[config.mk]
export PLATFORM = sky130hd
export DESIGN_NAME = clock_div_prog
export DESIGN_NICKNAME = d
export VERILOG_FILES = /design/src/rtl/clock_div_prog.sv
export SDC_FILE = /design/constraint.sdc
export NUM_CORES = 1
export LEC_CHECK = 0
export ABC_AREA = 1
export CORE_MARGIN = 4
export CORE_UTILIZATION = 45
export CTS_BUF_LIST = sky130_fd_sc_hd__clkbuf_4
export CTS_CLUSTER_SIZE = 20
export DETAILED_ROUTE_END_ITERATION = 8
export SETUP_SLACK_MARGIN = 0.3
export SYNTH_ARGS = -nofsm -noshare
export SYNTH_HDL_FRONTEND = slang
export SYNTH_SLANG_ARGS = --single-unit
[constraint.sdc]
create_clock -name clk_in -period 5.7 [get_ports clk_in]
set_input_delay 0.57 -clock clk_in [delete_from_list [all_inputs] [get_ports clk_in]]
set_output_delay 0.57 -clock clk_in [all_outputs]
set_load 0.005 [all_outputs]
[src/rtl/clock_div_prog.sv]
// Programmable multi-channel clock divider. Each channel runs a 0..D-1 counter
// and produces a registered divided clock and a period-start tick.
module clock_div_prog #(
  parameter int CH      = 4,
  parameter int W       = 8,
  parameter int DEF_DIV = 2
) (
  input  logic                                 clk_in,
  input  logic                                 rst_x,
  input  logic [CH-1:0]                        ch_en,
  input  logic                                 sync_all,
  input  logic                                 cfg_vld,
  input  logic [((CH > 1) ? $clog2(CH) : 1)-1:0] cfg_ch,
  input  logic [W-1:0]                         cfg_div,
  output logic                                 cfg_rdy,
  output logic [CH-1:0]                        clk_out,
  output logic [CH-1:0]                        tick
);

  localparam int CW = (CH > 1) ? $clog2(CH) : 1;
  localparam logic [W-1:0] DEF_D = (DEF_DIV < 2) ? W'(1) : W'(DEF_DIV);

  logic [W-1:0]  cnt     [CH];
  logic [W-1:0]  d_act   [CH];
  logic [W-1:0]  d_pend  [CH];
  logic [CH-1:0] pend;
  logic [CH-1:0] run;

  logic [W-1:0]  cnt_n    [CH];
  logic [W-1:0]  d_act_n  [CH];
  logic [W-1:0]  d_pend_n [CH];
  logic [CH-1:0] pend_n;
  logic [CH-1:0] clk_n;
  logic [CH-1:0] tick_n;
  logic [CH-1:0] acc;
  logic [CH-1:0] bnd;
  logic [W-1:0]  div_norm;

  assign div_norm = (cfg_div < W'(2)) ? W'(1) : cfg_div;

  // Channel numbers outside 0..CH-1 never match, so they leave cfg_rdy low.
  always_comb begin
    cfg_rdy = 1'b0;
    for (int unsigned i = 0; i < CH; i++) begin
      if (cfg_ch == CW'(i)) cfg_rdy = ~pend[i];
    end
  end

  always_comb begin
    for (int unsigned i = 0; i < CH; i++) begin
      acc[i]      = cfg_vld & cfg_rdy & (cfg_ch == CW'(i));
      // Period boundary: first enabled cycle, global sync, or counter wrap.
      bnd[i]      = ~run[i] | sync_all | (cnt[i] == d_act[i] - W'(1));
      cnt_n[i]    = '0;
      d_act_n[i]  = d_act[i];
      d_pend_n[i] = d_pend[i];
      pend_n[i]   = pend[i];
      if (ch_en[i]) begin
        if (bnd[i]) begin
          pend_n[i] = 1'b0;
          if (acc[i])       d_act_n[i] = div_norm;
          else if (pend[i]) d_act_n[i] = d_pend[i];
        end else begin
          cnt_n[i] = cnt[i] + W'(1);
          if (acc[i]) begin
            pend_n[i]   = 1'b1;
            d_pend_n[i] = div_norm;
          end
        end
      end else begin
        if (pend[i]) begin
          d_act_n[i] = d_pend[i];
          pend_n[i]  = 1'b0;
        end
        if (acc[i]) begin
          pend_n[i]   = 1'b1;
          d_pend_n[i] = div_norm;
        end
      end
      tick_n[i] = ch_en[i] & bnd[i];
      clk_n[i]  = ch_en[i] & ((d_act_n[i] == W'(1)) | (cnt_n[i] < (d_act_n[i] >> 1)));
    end
  end

  always_ff @(posedge clk_in) begin
    if (!rst_x) begin
      for (int unsigned i = 0; i < CH; i++) begin
        cnt[i]    <= '0;
        d_act[i]  <= DEF_D;
        d_pend[i] <= '0;
      end
      pend    <= '0;
      run     <= '0;
      clk_out <= '0;
      tick    <= '0;
    end else begin
      for (int unsigned i = 0; i < CH; i++) begin
        cnt[i]    <= cnt_n[i];
        d_act[i]  <= d_act_n[i];
        d_pend[i] <= d_pend_n[i];
      end
      pend    <= pend_n;
      run     <= ch_en;
      clk_out <= clk_n;
      tick    <= tick_n;
    end
  end

endmodule

==> results of run 1 <==
==> final cells by class <==
type	count	area, µm²
fillers	1658	7700
multi-input cells	815	4180
repair buffers	27	263
clock inverters	4	76.3
diodes	2	5.00
flip-flops and latches	112	2240
clock buffers	12	90.1
well taps	211	264
inverters	162	608
==> routing by layer <==
layer  share of wire  wire length (µm)  vias up  global-route usage
li1                -                 -     3599                   -
met1            0.51              9360     3061               0.298
met2            0.44              8130      130               0.344
met3           0.047               868       16              0.0416
met4          0.0089               164        0              0.0345
met5               0                 0        -                   0
==> cells in the mapped netlist (6+ instances only) <==
cell type,count
a21oi_1,60
and3_1,8
buf_2,7
clkbuf_1,23
dfxtp_1,112
ha_1,32
inv_1,156
inv_2,6
nand2_1,270
nand2_2,7
nand3_1,67
nand4_1,6
nor2_1,133
nor3_1,30
o21ai_0,73
o21ai_1,14
o22ai_1,14
or2_2,21
xnor2_1,13
xor2_1,20
==> tightest hold or removal path, stage by stage, from the launching register on <==
cell and delay, ns:
dfxtp_1 0.34, inv_1 0.06, a21oi_1 0.06
==> cells in the final DEF, fill, tap and decap left out, types with 2 or more instances in the layout <==
master           Yosys  routed
nand2_1            270     270
inv_1              156     155
nor2_1             133     133
dfxtp_1            112     112
o21ai_0             73      73
nand3_1             67      67
a21oi_1             60      60
ha_1                32      32
nor3_1              30      30
clkdlybuf4s50_1      0      25
or2_2               21      21
xor2_1              20      20
o21ai_1             14      14
o22ai_1             14      14
xnor2_1             13      13
clkbuf_4             0      12
and3_1               8       8
nand2_2              7       7
inv_2                6       7
nand4_1              6       6
nor2_2               5       5
nand3_2              5       5
o211ai_1             5       5
nand3b_1             5       5
a211oi_1             4       4
nand2_4              3       3
mux2i_1              3       3
o31ai_1              3       3
diode_2              0       2
nor2_4               2       2
or2_0                2       2
nor3_2               2       2
bufinv_16            0       2
==> sequential cells by signal, summed over array words and instances (netlist names) <==
name / count
clk_out: 4
cnt: 32
d_act: 32
d_pend: 32
pend: 4
run: 4
tick: 4
==> kinds of logic (layout without fill, tap and decap cells) <==
group / Yosys count / in the layout
AND/OR/NAND/NOR: 568 / 568
buffers and inverters: 195 / 205
AO/OA/AOI/OAI: 178 / 178
flip-flops: 112 / 112
XOR/XNOR: 33 / 33
adder cells (fa/ha/maj): 32 / 32
multiplexers: 4 / 4
other: 0 / 2
==> through the flow <==
| step | hold slack (ns) | setup WS (ns) | instances | util | cell area, µm² |
|---|---|---|---|---|---|
| after CTS | 0.489 | 2.57 | 1343 | 0.501 | 7730 |
| after global placement | 0.456 | 2.40 | 1327 | 0.490 | 7560 |
| after global routing | 0.505 | 2.13 | 1343 | 0.501 | 7730 |
| after detailed placement | 0.467 | 2.43 | 1327 | 0.490 | 7560 |
| after floorplan | 0.434 | 3.02 | 1122 | - | 7180 |
| final | 0.483 | 2.55 | 1345 | 0.501 | 7730 |
==> final timing paths <==
kind	start	endpoint	slack, ns	cells past startpoint
worst max-delay path	d_act[3][0]	clk_out[3]	2.55	22
worst min-delay path	d_pend[3][1]	d_pend[3][1]	0.48	2
worst max register to register	d_act[3][0]	clk_out[3]	2.55	22
worst min register to register	d_pend[3][1]	d_pend[3][1]	0.48	2
==> power by group through the flow <==
stage                     sequential [mW]  combinational [mW]  clock, mW
after global placement              0.844               0.286          0
after global routing                0.831               0.330      0.513
after floorplan                     0.836               0.211          0
after detailed placement            0.843               0.286          0
final                               0.827               0.288      0.475
after CTS                           0.827               0.287      0.490
==> summary.txt, run 1 <==
Outcome
  • Status: completed

Yosys
  • Post-synth top area cell: dfxtp_1
  • Ys Warns: 0
  • Seq/Total Area, Yosys: 0.312
  • Synth area leaders: dfxtp_1 31%, nand2_1 14%, inv_1 8.2%
  • Adder-Cell Fraction of Synth Area: 0.0558
  • Syn Nets: 1172
  • Compound-cell area share of the yosys netlist: 0.135
  • Largest family of logic cells by synthesized area: simple AND/OR/NAND/NOR gates
  • Yosys top cell area share: 0.312
  • Post-synthesis cell area: 0.00718 mm²
  • #FFs+latches synth: 112
  • Number of synthesized flops with an enable pin: 0
  • Avg Inst Size Synth: 6.40 µm²
  • Multiplexer share of the synthesized area: 0.00575
  • Post-synthesis cell type count: 42
  • Xor/xnor share of the synthesized area: 0.0403
  • Simple-gate share of the synthesized area: 0.346
  • Post-synth ARST share: 0
  • Post-Syn Instances: 1122
  • Main synth FF type: dfxtp_1

Cells and area
  • Layout area overhead: 7.72%
  • Layout cell share with drive strength beyond 1: 0.0671
  • Fin nets: 1177

STA
  • Max Fclk: 317 MHz
  • Slew Limit Headroom: 0.278
  • Setup tns final: 0 ns
  • Unrepaired setup endpoints after global routing: no
  • Fin. Hold Viols: 0
  • Tcrit/Tclk final: 0.553
  • Clk_skew: 0.0196 ns
  • Worst-Margin Slew: 1.08 ns
  • Slew Limit Fails: 0
  • Min cycle time layout: 3.15 ns
  • Final setup viols: 0

Pwr
  • Peak VDD IR: 0.124 mV
  • LEAKAGE: 3.65 nW
  • Reg power frac: 0.520
  • PwrDens: 206 mW/mm²
  • Switch share: 0.304
  • Logic pwr share: 0.181
  • P_sw: 0.483 mW
  • Power Internal: 1.11 mW
  • Final Power: 1.59 mW
  • Clock share of power: 0.299

Placed design
  • Port bufs: 26
  • DPL Wire Length: 13.9 mm
  • RePlAce Congestion: 0.839

Critical path
  • Top cell by count, worst path: nand2_1
  • Crit path largest cell delay: 0.36 ns
  • Crit path launch type: register
  • Max stage delay cell, worst path: dfxtp_1
  • Crit-path max FO: 13
  • Setup crit end kind: register
  • Worst Path Buf+Inv: 3
  • CP Class: reg -> reg
  • Delay-heaviest family, CP: simple AND/OR/NAND/NOR gates
  • Critical path cell sequence: inv_1 -> ha_1 -> nand2_1 -> nor2_1 -> nand3_1 -> nand2_1 -> nand2_1 -> nand2_1 -> nor2_1 -> nand2_2 -> nand2_4 -> nor2_4 -> inv_1 -> nor2_1 -> ha_1 -> a21oi_1 -> nor2_1 -> nor2_1 -> nand2_1 -> inv_1 -> nand2_1 -> a21oi_1
  • Critical path arrival: 3.59 ns
  • Critical Path RT: 6.14 ns

Hold path
  • Hold Path Class: reg -> reg

CTS
  • Maximum buffer depth of the clock tree: 2
  • Cts bufs inserted: 9
  • CTS tree: done
  • Worst-Skew Late Latency: 0.50 ns
  • Post_cts resized: 0
  • CTS Sinks: 112
  • H-tree depth: 3
  • Root buf cell: clkbuf_4
  • Post-CTS setup buffers: 0
  • Hold buffer count at CTS: 0
  • Clk pin slew, worst setup/hold paths: 0.17 ns

Floorplan
  • Core region area: 0.0154 mm²
  • Row count: 45
  • Total die area: 0.0180 mm²
  • Top-Level Pins: 27
  • Starting Density: 0.465
  • Die W: 134 µm
  • Die Y: 134 µm

GRT
  • Overflow after GRT: 0
  • GR Util All Layers: 0.212
  • Initial antenna violation count: 0
  • Vias in the first global route: 6271
  • First-pass GRT wire length: 31.2 mm
  • Pin count of the biggest net entering global routing: 57

Drt
  • DR DRC count: 0
  • Vias per inst: 5.06
  • Final WL: 18.5 mm
  • Routed WL per cell: 13.8 µm
  • DRT iter0 DRCs: 564
  • Routed via count: 6806
  • TritonRoute pass-1 iters: 5
  • Routed Antenna Nets: 0

Flow run
  • Max Cap Viol: 0
Power figures use the tool's default switching activity.
==> inputs of run 2 (changes only) <==
Clock period 5.7 ns to 2.7 ns, I/O delays scaled along.
==> run 2 against run 1 <==
Net effect:
- sequential power increased by 110%
- first-iteration DRC count decreased by 27%
- register-to-register slack got worse by 2.5 ns
- clock skew decreased by 0.0043 ns
- non-clock buffer count increased by 115
- sequential share of layout area decreased by 4.4 points
- critical endpoint is now clk_out[1]
- final area increased by 19%
==> summary.txt, run 2 (synthesis gave the netlist of run 1 again) <==
Cells and area
  • Commonest cells after routing, fill and taps aside: 256 x nand2_1, 140 x inv_1, 104 x nor2_1
  • Layout area overhead: 28.0%
  • Layout cell share with drive strength beyond 1: 0.242
  • FILL cells: 1542
  • Largest registers: cnt: 32 flops, d_act: 32 flops, d_pend: 32 flops
  • Fin nets: 1293
  • Most common cell after layout, fill and taps aside: nand2_1
  • Final Cell Area: 0.00919 mm²

CTS
  • CTS Sinks: 112
  • Cts bufs inserted: 9
  • Clk pin slew, worst setup/hold paths: 0.18 ns
  • Root buf cell: clkbuf_4
  • Worst-Skew Late Latency: 0.50 ns
  • H-tree depth: 3
  • CTS tree: done
  • Maximum buffer depth of the clock tree: 2

Floorplan
  • Starting Density: 0.465
  • Core region area: 0.0154 mm²
  • Total die area: 0.0180 mm²
  • Top-Level Pins: 27
  • Row count: 45
  • Die Y: 134 µm
  • Die W: 134 µm

Critical path
  • Crit-path max FO: 5
  • Max stage delay cell, worst path: dfxtp_4
  • Crit path largest cell delay: 0.41 ns
  • Crit path launch type: register
  • Top cell by count, worst path: nand2_1
  • Critical Path RT: 3.15 ns
  • Delay-heaviest family, CP: simple AND/OR/NAND/NOR gates
  • Setup crit end kind: register
  • Worst Path Buf+Inv: 4
  • Critical path arrival: 3.15 ns
  • Critical path cell sequence: inv_4 -> ha_4 -> nand2_4 -> nor2_4 -> nand2_1 -> nand2_1 -> nand2_1 -> nor2_1 -> nor2_1 -> nand2_1 -> nand2_2 -> nor2_4 -> clkinv_4 -> buf_4 -> nor2_1 -> ha_1 -> a21oi_2 -> nand3_1 -> inv_1 -> nand2_1 -> a21oi_2
  • CP Class: reg -> reg

Pwr
  • LEAKAGE: 4.24 nW
  • PwrDens: 368 mW/mm²
  • Power Internal: 2.26 mW
  • Switch share: 0.331
  • Reg power frac: 0.518
  • Logic pwr share: 0.242
  • Final Power: 3.38 mW
  • P_sw: 1.12 mW
  • Peak VDD IR: 0.217 mV
  • Clock share of power: 0.240

STA
  • Slew Limit Headroom: 0.645
  • Unrepaired setup endpoints after global routing: yes
  • Final setup margin: 0.00148 ns
  • Tcrit/Tclk final: 0.999
  • Fin. Hold Viols: 0
  • Clk_skew: 0.0153 ns
  • Final setup viols: 0
  • Max Fclk: 371 MHz
  • Min cycle time layout: 2.70 ns
  • Slew Limit Fails: 0
  • Worst-Margin Slew: 0.532 ns

Drt
  • Routed WL per cell: 13.8 µm
  • Routed Antenna Nets: 0
  • DR DRC count: 0
  • Final WL: 20.2 mm
  • DRT iter0 DRCs: 411
  • Routed via count: 7210
  • TritonRoute pass-1 iters: 5
  • Vias per inst: 4.94

Placed design
  • RePlAce Congestion: 0.887
  • Port bufs: 26
  • Area post-placement: 0.00825 mm²
  • Pre-CTS setup slack: -0.223 ns
  • DPL Wire Length: 14.7 mm

Flow run
  • Max Cap Viol: 0

GRT
  • Pin count of the biggest net entering global routing: 53
  • Vias in the first global route: 6661
  • GR Util All Layers: 0.224
  • First-pass GRT wire length: 32.7 mm
  • Overflow after GRT: 0
  • Initial antenna violation count: 1

Hold path
  • Hold Path Class: in -> reg

Outcome
  • Status: completed
[run 2: stage by stage]
step,TNS [ns],utilization,hold slack [ns],std cells
global route,-0.353,0.595,0.143,1460
CTS,0,0.572,0.135,1450
detailed placement,-0.525,0.535,0.452,1412
global placement,-0.262,0.535,0.450,1412
floorplan,0,-,0.434,1122
finish,0,0.595,0.171,1460
[run 2: path summary, 6_finish.rpt]
check | startpoint | to | slack [ns] | depth (start not counted)
setup / recovery | d_act[1][1] | clk_out[1] | 0.001 | 21
hold / removal | rst_x | cnt[1][0] | 0.17 | 3
setup reg to reg | d_act[1][1] | clk_out[1] | 0.001 | 21
hold reg to reg | d_pend[3][1] | d_pend[3][1] | 0.47 | 2
[run 2: per-layer routing]
layer	up-vias	GRT usage	part of all wire
li1	3831	-	-
met1	3239	0.307	0.48
met2	118	0.365	0.46
met3	22	0.0390	0.039
met4	0	0.0583	0.016
met5	-	0	0
[run 2: worst register-to-register path, stage by stage (launching register included)]
cell and delay, ns:
dfxtp_4 0.41, inv_4 0.07, ha_4 0.15, nand2_4 0.05, nor2_4 0.11, nand2_1 0.06
nand2_1 0.06, nand2_1 0.06, nor2_1 0.12, nor2_1 0.05, nand2_1 0.11, nand2_2 0.12
nor2_4 0.20, clkinv_4 0.12, buf_4 0.16, nor2_1 0.10, ha_1 0.27, a21oi_2 0.13
nand3_1 0.09, inv_1 0.06, nand2_1 0.06, a21oi_2 0.11
[run 2: timing repair]
action                     in CTS  in global routing
pin swaps                      43                 43
setup endpoints to repair      12                 24
hold buffers                    0                  0
gates cloned                    1                  0
resized for setup              73                 72
setup buffers                  21                  9
[run 2: power groups by stage]
stage               Clock [mW]  Combinational [mW]  Sequential [mW]
floorplan                    0               0.455             1.77
global placement             0               0.698             1.78
detailed placement           0               0.700             1.78
CTS                      0.850               0.763             1.74
global route             0.901               0.916             1.76
finish                   0.811               0.817             1.75
[run 2: final cells by class]
type,count,area [µm²],area share
Clock buffer,9,67.6,0.00736
Antenna cell,1,2.50,0.000272
Multi-Input combinational cell,815,4710,0.513
Timing Repair inverter,1,7.51,0.000817
Sequential cell,112,2260,0.246
Inverter,162,626,0.0681
Timing Repair Buffer,142,1190,0.130
Tap cell,211,264,0.0287
Clock inverter,7,53.8,0.00586
==> inputs of run 3 (changes only) <==
Settings changed: ABC_AREA 1 to not set.
==> run 3 against run 2 <==
Net effect:
- the flow now finishes with violations (negative setup slack)
- non-clock buffer count rose by 145
- register-to-register slack got worse by 0.96 ns
- sequential cell count did not move
- final area grew 15%
- clock-buffer cell count increased by 1
- highest routed layer unchanged
==> summary.txt, run 3 <==
Outcome
  • Status: complete, but fails checks
  • Failing checks: negative setup slack

Hold path
  • Worst Hold End: d_pend[1][7]
  • HP Start: d_pend[1][7]
  • Hold Path Class: reg -> reg
  • WHS Path Cells: 2

Critical path
  • Reg2Reg Launch Point: d_act[0][0]
  • Crit-path max FO: 6
  • Critical path arrival: 4.09 ns
  • Setup crit end kind: register
  • CP Class: reg -> reg
  • Crit path launch type: register
  • Cells on worst reg2reg path: 15
  • R2r endpoint: clk_out[0]
  • Reg-to-reg setup timing slack: -0.96 ns
  • Critical Path RT: 3.13 ns

Yosys
  • #FFs+latches synth: 112
  • Avg Inst Size Synth: 8.27 µm²
  • Post-synthesis cell type count: 83
  • Number of synthesized flops with an enable pin: 0
  • Syn Nets: 873
  • Yosys top cell area share: 0.329
  • Post-synth ARST share: 0
  • Post-Syn Instances: 823
  • Post-synthesis cell area: 0.00681 mm²
  • Main synth FF type: dfxtp_1
  • Post-synth top area cell: dfxtp_1
  • Seq/Total Area, Yosys: 0.329
  • Leading cell type by number of instances after synthesis: nor2_1
  • Synth cell count leaders: 120 x nor2_1, 112 x dfxtp_1, 52 x nand2_1
  • Ys Warns: 0
  • Synth area leaders: dfxtp_1 33%, nor2_1 6.6%, mux2i_1 6.0%

Floorplan
  • Row count: 44
  • Die Y: 131 µm
  • Total die area: 0.0172 mm²
  • Die W: 131 µm
  • Core region area: 0.0147 mm²
  • Starting Density: 0.463
  • Top-Level Pins: 27

Drt
  • TritonRoute pass-1 iters: 8
  • DR DRC count: 0
  • Final WL: 23.8 mm
  • Vias per inst: 5.79
  • Routed Antenna Nets: 0
  • Routed WL per cell: 18.8 µm
  • Routed via count: 7343
  • DRT iter0 DRCs: 480

Cells and area
  • Layout area overhead: 55.3%
  • Layout cell share with drive strength beyond 1: 0.428
  • Most common cell after layout, fill and taps aside: buf_4
  • Fin nets: 1130
  • Largest registers: cnt: 32 flops, d_act: 32 flops, d_pend: 32 flops
  • FILL cells: 1062
  • Commonest cells after routing, fill and taps aside: 208 x buf_4, 101 x nor2_1, 99 x dfxtp_1

STA
  • Final setup margin: -0.957 ns
  • Unrepaired setup endpoints after global routing: yes
  • Slew Limit Fails: 0
  • Slew Limit Headroom: 0.486
  • Min cycle time layout: 3.66 ns
  • Clk_skew: 0.0324 ns
  • Fin. Hold Viols: 0
  • Tcrit/Tclk final: 1.35
  • Setup tns final: -7.18 ns
  • Worst-Margin Slew: 0.771 ns
  • Max Fclk: 273 MHz
  • Final setup viols: 35

GRT
  • Vias in the first global route: 7118
  • GR Util All Layers: 0.258
  • Initial antenna violation count: 1
  • First-pass GRT wire length: 34.9 mm
  • Pin count of the biggest net entering global routing: 58
  • Overflow after GRT: 0

CTS
  • Clk pin slew, worst setup/hold paths: 0.16 ns
  • Hold buffer count at CTS: 0
  • CTS tree: done
  • CTS Sinks: 112
  • Maximum buffer depth of the clock tree: 2
  • Cts bufs inserted: 9
  • Root buf cell: clkbuf_4
  • H-tree depth: 3
  • Worst-Skew Late Latency: 0.54 ns

Flow run
  • Max Cap Viol: 0

Pwr
  • Switch share: 0.322
  • Logic pwr share: 0.302
  • LEAKAGE: 4.42 nW
  • Clock share of power: 0.216
  • Peak VDD IR: 0.329 mV
  • P_sw: 1.16 mW
  • Power Internal: 2.45 mW
  • Reg power frac: 0.482
  • PwrDens: 341 mW/mm²

Placed design
  • Pre-CTS setup slack: -0.968 ns
  • Port bufs: 26
  • DPL Wire Length: 16.3 mm
  • RePlAce Congestion: 1.01
[run 3: timing repair]
item / 4_1_cts / 5_1_grt
gates cloned: 0 / 0
setup buffers: 27 / 21
resized for setup: 110 / 135
pin swaps: 53 / 51
endpoints found under the setup margin: 64 / 90
[run 3: critical path: stages, from the launching register on]
cell	delay, ns
dfxtp_4	0.39
or3_4	0.42
o31a_1	0.30
o2111ai_2	0.23
a211oi_4	0.07
buf_6	0.15
buf_6	0.13
o211ai_1	0.27
o221ai_2	0.17
ha_1	0.33
and4_1	0.22
nand3_2	0.08
o21ai_0	0.08
a221o_1	0.37
a2111o_1	0.29
o31ai_1	0.08
[run 3: how the worst max path moves through the flow]
stage / to / slack, ns / startpoint / depth (start not counted)
finish: clk_out[0] / -0.96 / d_act[0][0] / 15
global route: clk_out[2] / -1.13 / d_act[2][0] / 16
floorplan: clk_out[2] / -0.60 / d_act[2][0] / 14
global placement: clk_out[2] / -0.82 / d_act[2][0] / 14
CTS: clk_out[2] / -0.89 / d_act[2][0] / 16
detailed placement: clk_out[2] / -0.97 / d_act[2][1] / 16
[run 3: metal layers]
metal  up-vias  track usage  wire length, µm
met5         -            0                0
met4         0        0.102              865
met3        81       0.0496             1120
met2       230        0.449            12400
met1      3546        0.313             9430
li1       3486            -                -
[run 3: power by group through the flow]
stage | combinational, mW | sequential, mW | clock [mW]
after floorplan | 0.424 | 1.77 | 0
after global placement | 0.782 | 1.77 | 0
after detailed placement | 0.802 | 1.77 | 0
after CTS | 0.917 | 1.74 | 0.798
after global routing | 1.16 | 1.75 | 0.865
final | 1.09 | 1.74 | 0.780
[run 3: kinds of logic after synthesis]
group,synth area share
AND/OR/NAND/NOR,0.255
AO/OA/AOI/OAI,0.179
multiplexers,0.0685
XOR/XNOR,0.0694
buffers and inverters,0.0404
adder cells (fa/ha/maj),0.0588
flip-flops,0.329
[run 3: layout make-up]
cell class	count	area, µm²	area share
multi-input cells	641	5420	0.513
inverters	29	109	0.0103
well taps	184	230	0.0218
flip-flops and latches	112	2270	0.214
clock inverters	5	32.5	0.00308
diodes	1	2.50	0.000237
repair buffers	287	2440	0.230
clock buffers	10	75.1	0.00710
[run 3: stage by stage]
| step | power (mW) | instance area, µm² | utilization | hold slack [ns] | std cells |
|---|---|---|---|---|---|
| CTS | 3.45 | 9740 | 0.663 | 0.491 | 1247 |
| global placement | 2.55 | 8940 | 0.608 | 0.477 | 1205 |
| finish | 3.61 | 10600 | 0.720 | 0.518 | 1269 |
| floorplan | 2.20 | 7050 | - | 0.343 | 823 |
| global route | 3.77 | 10600 | 0.720 | 0.514 | 1269 |
| detailed placement | 2.57 | 8940 | 0.608 | 0.484 | 1205 |
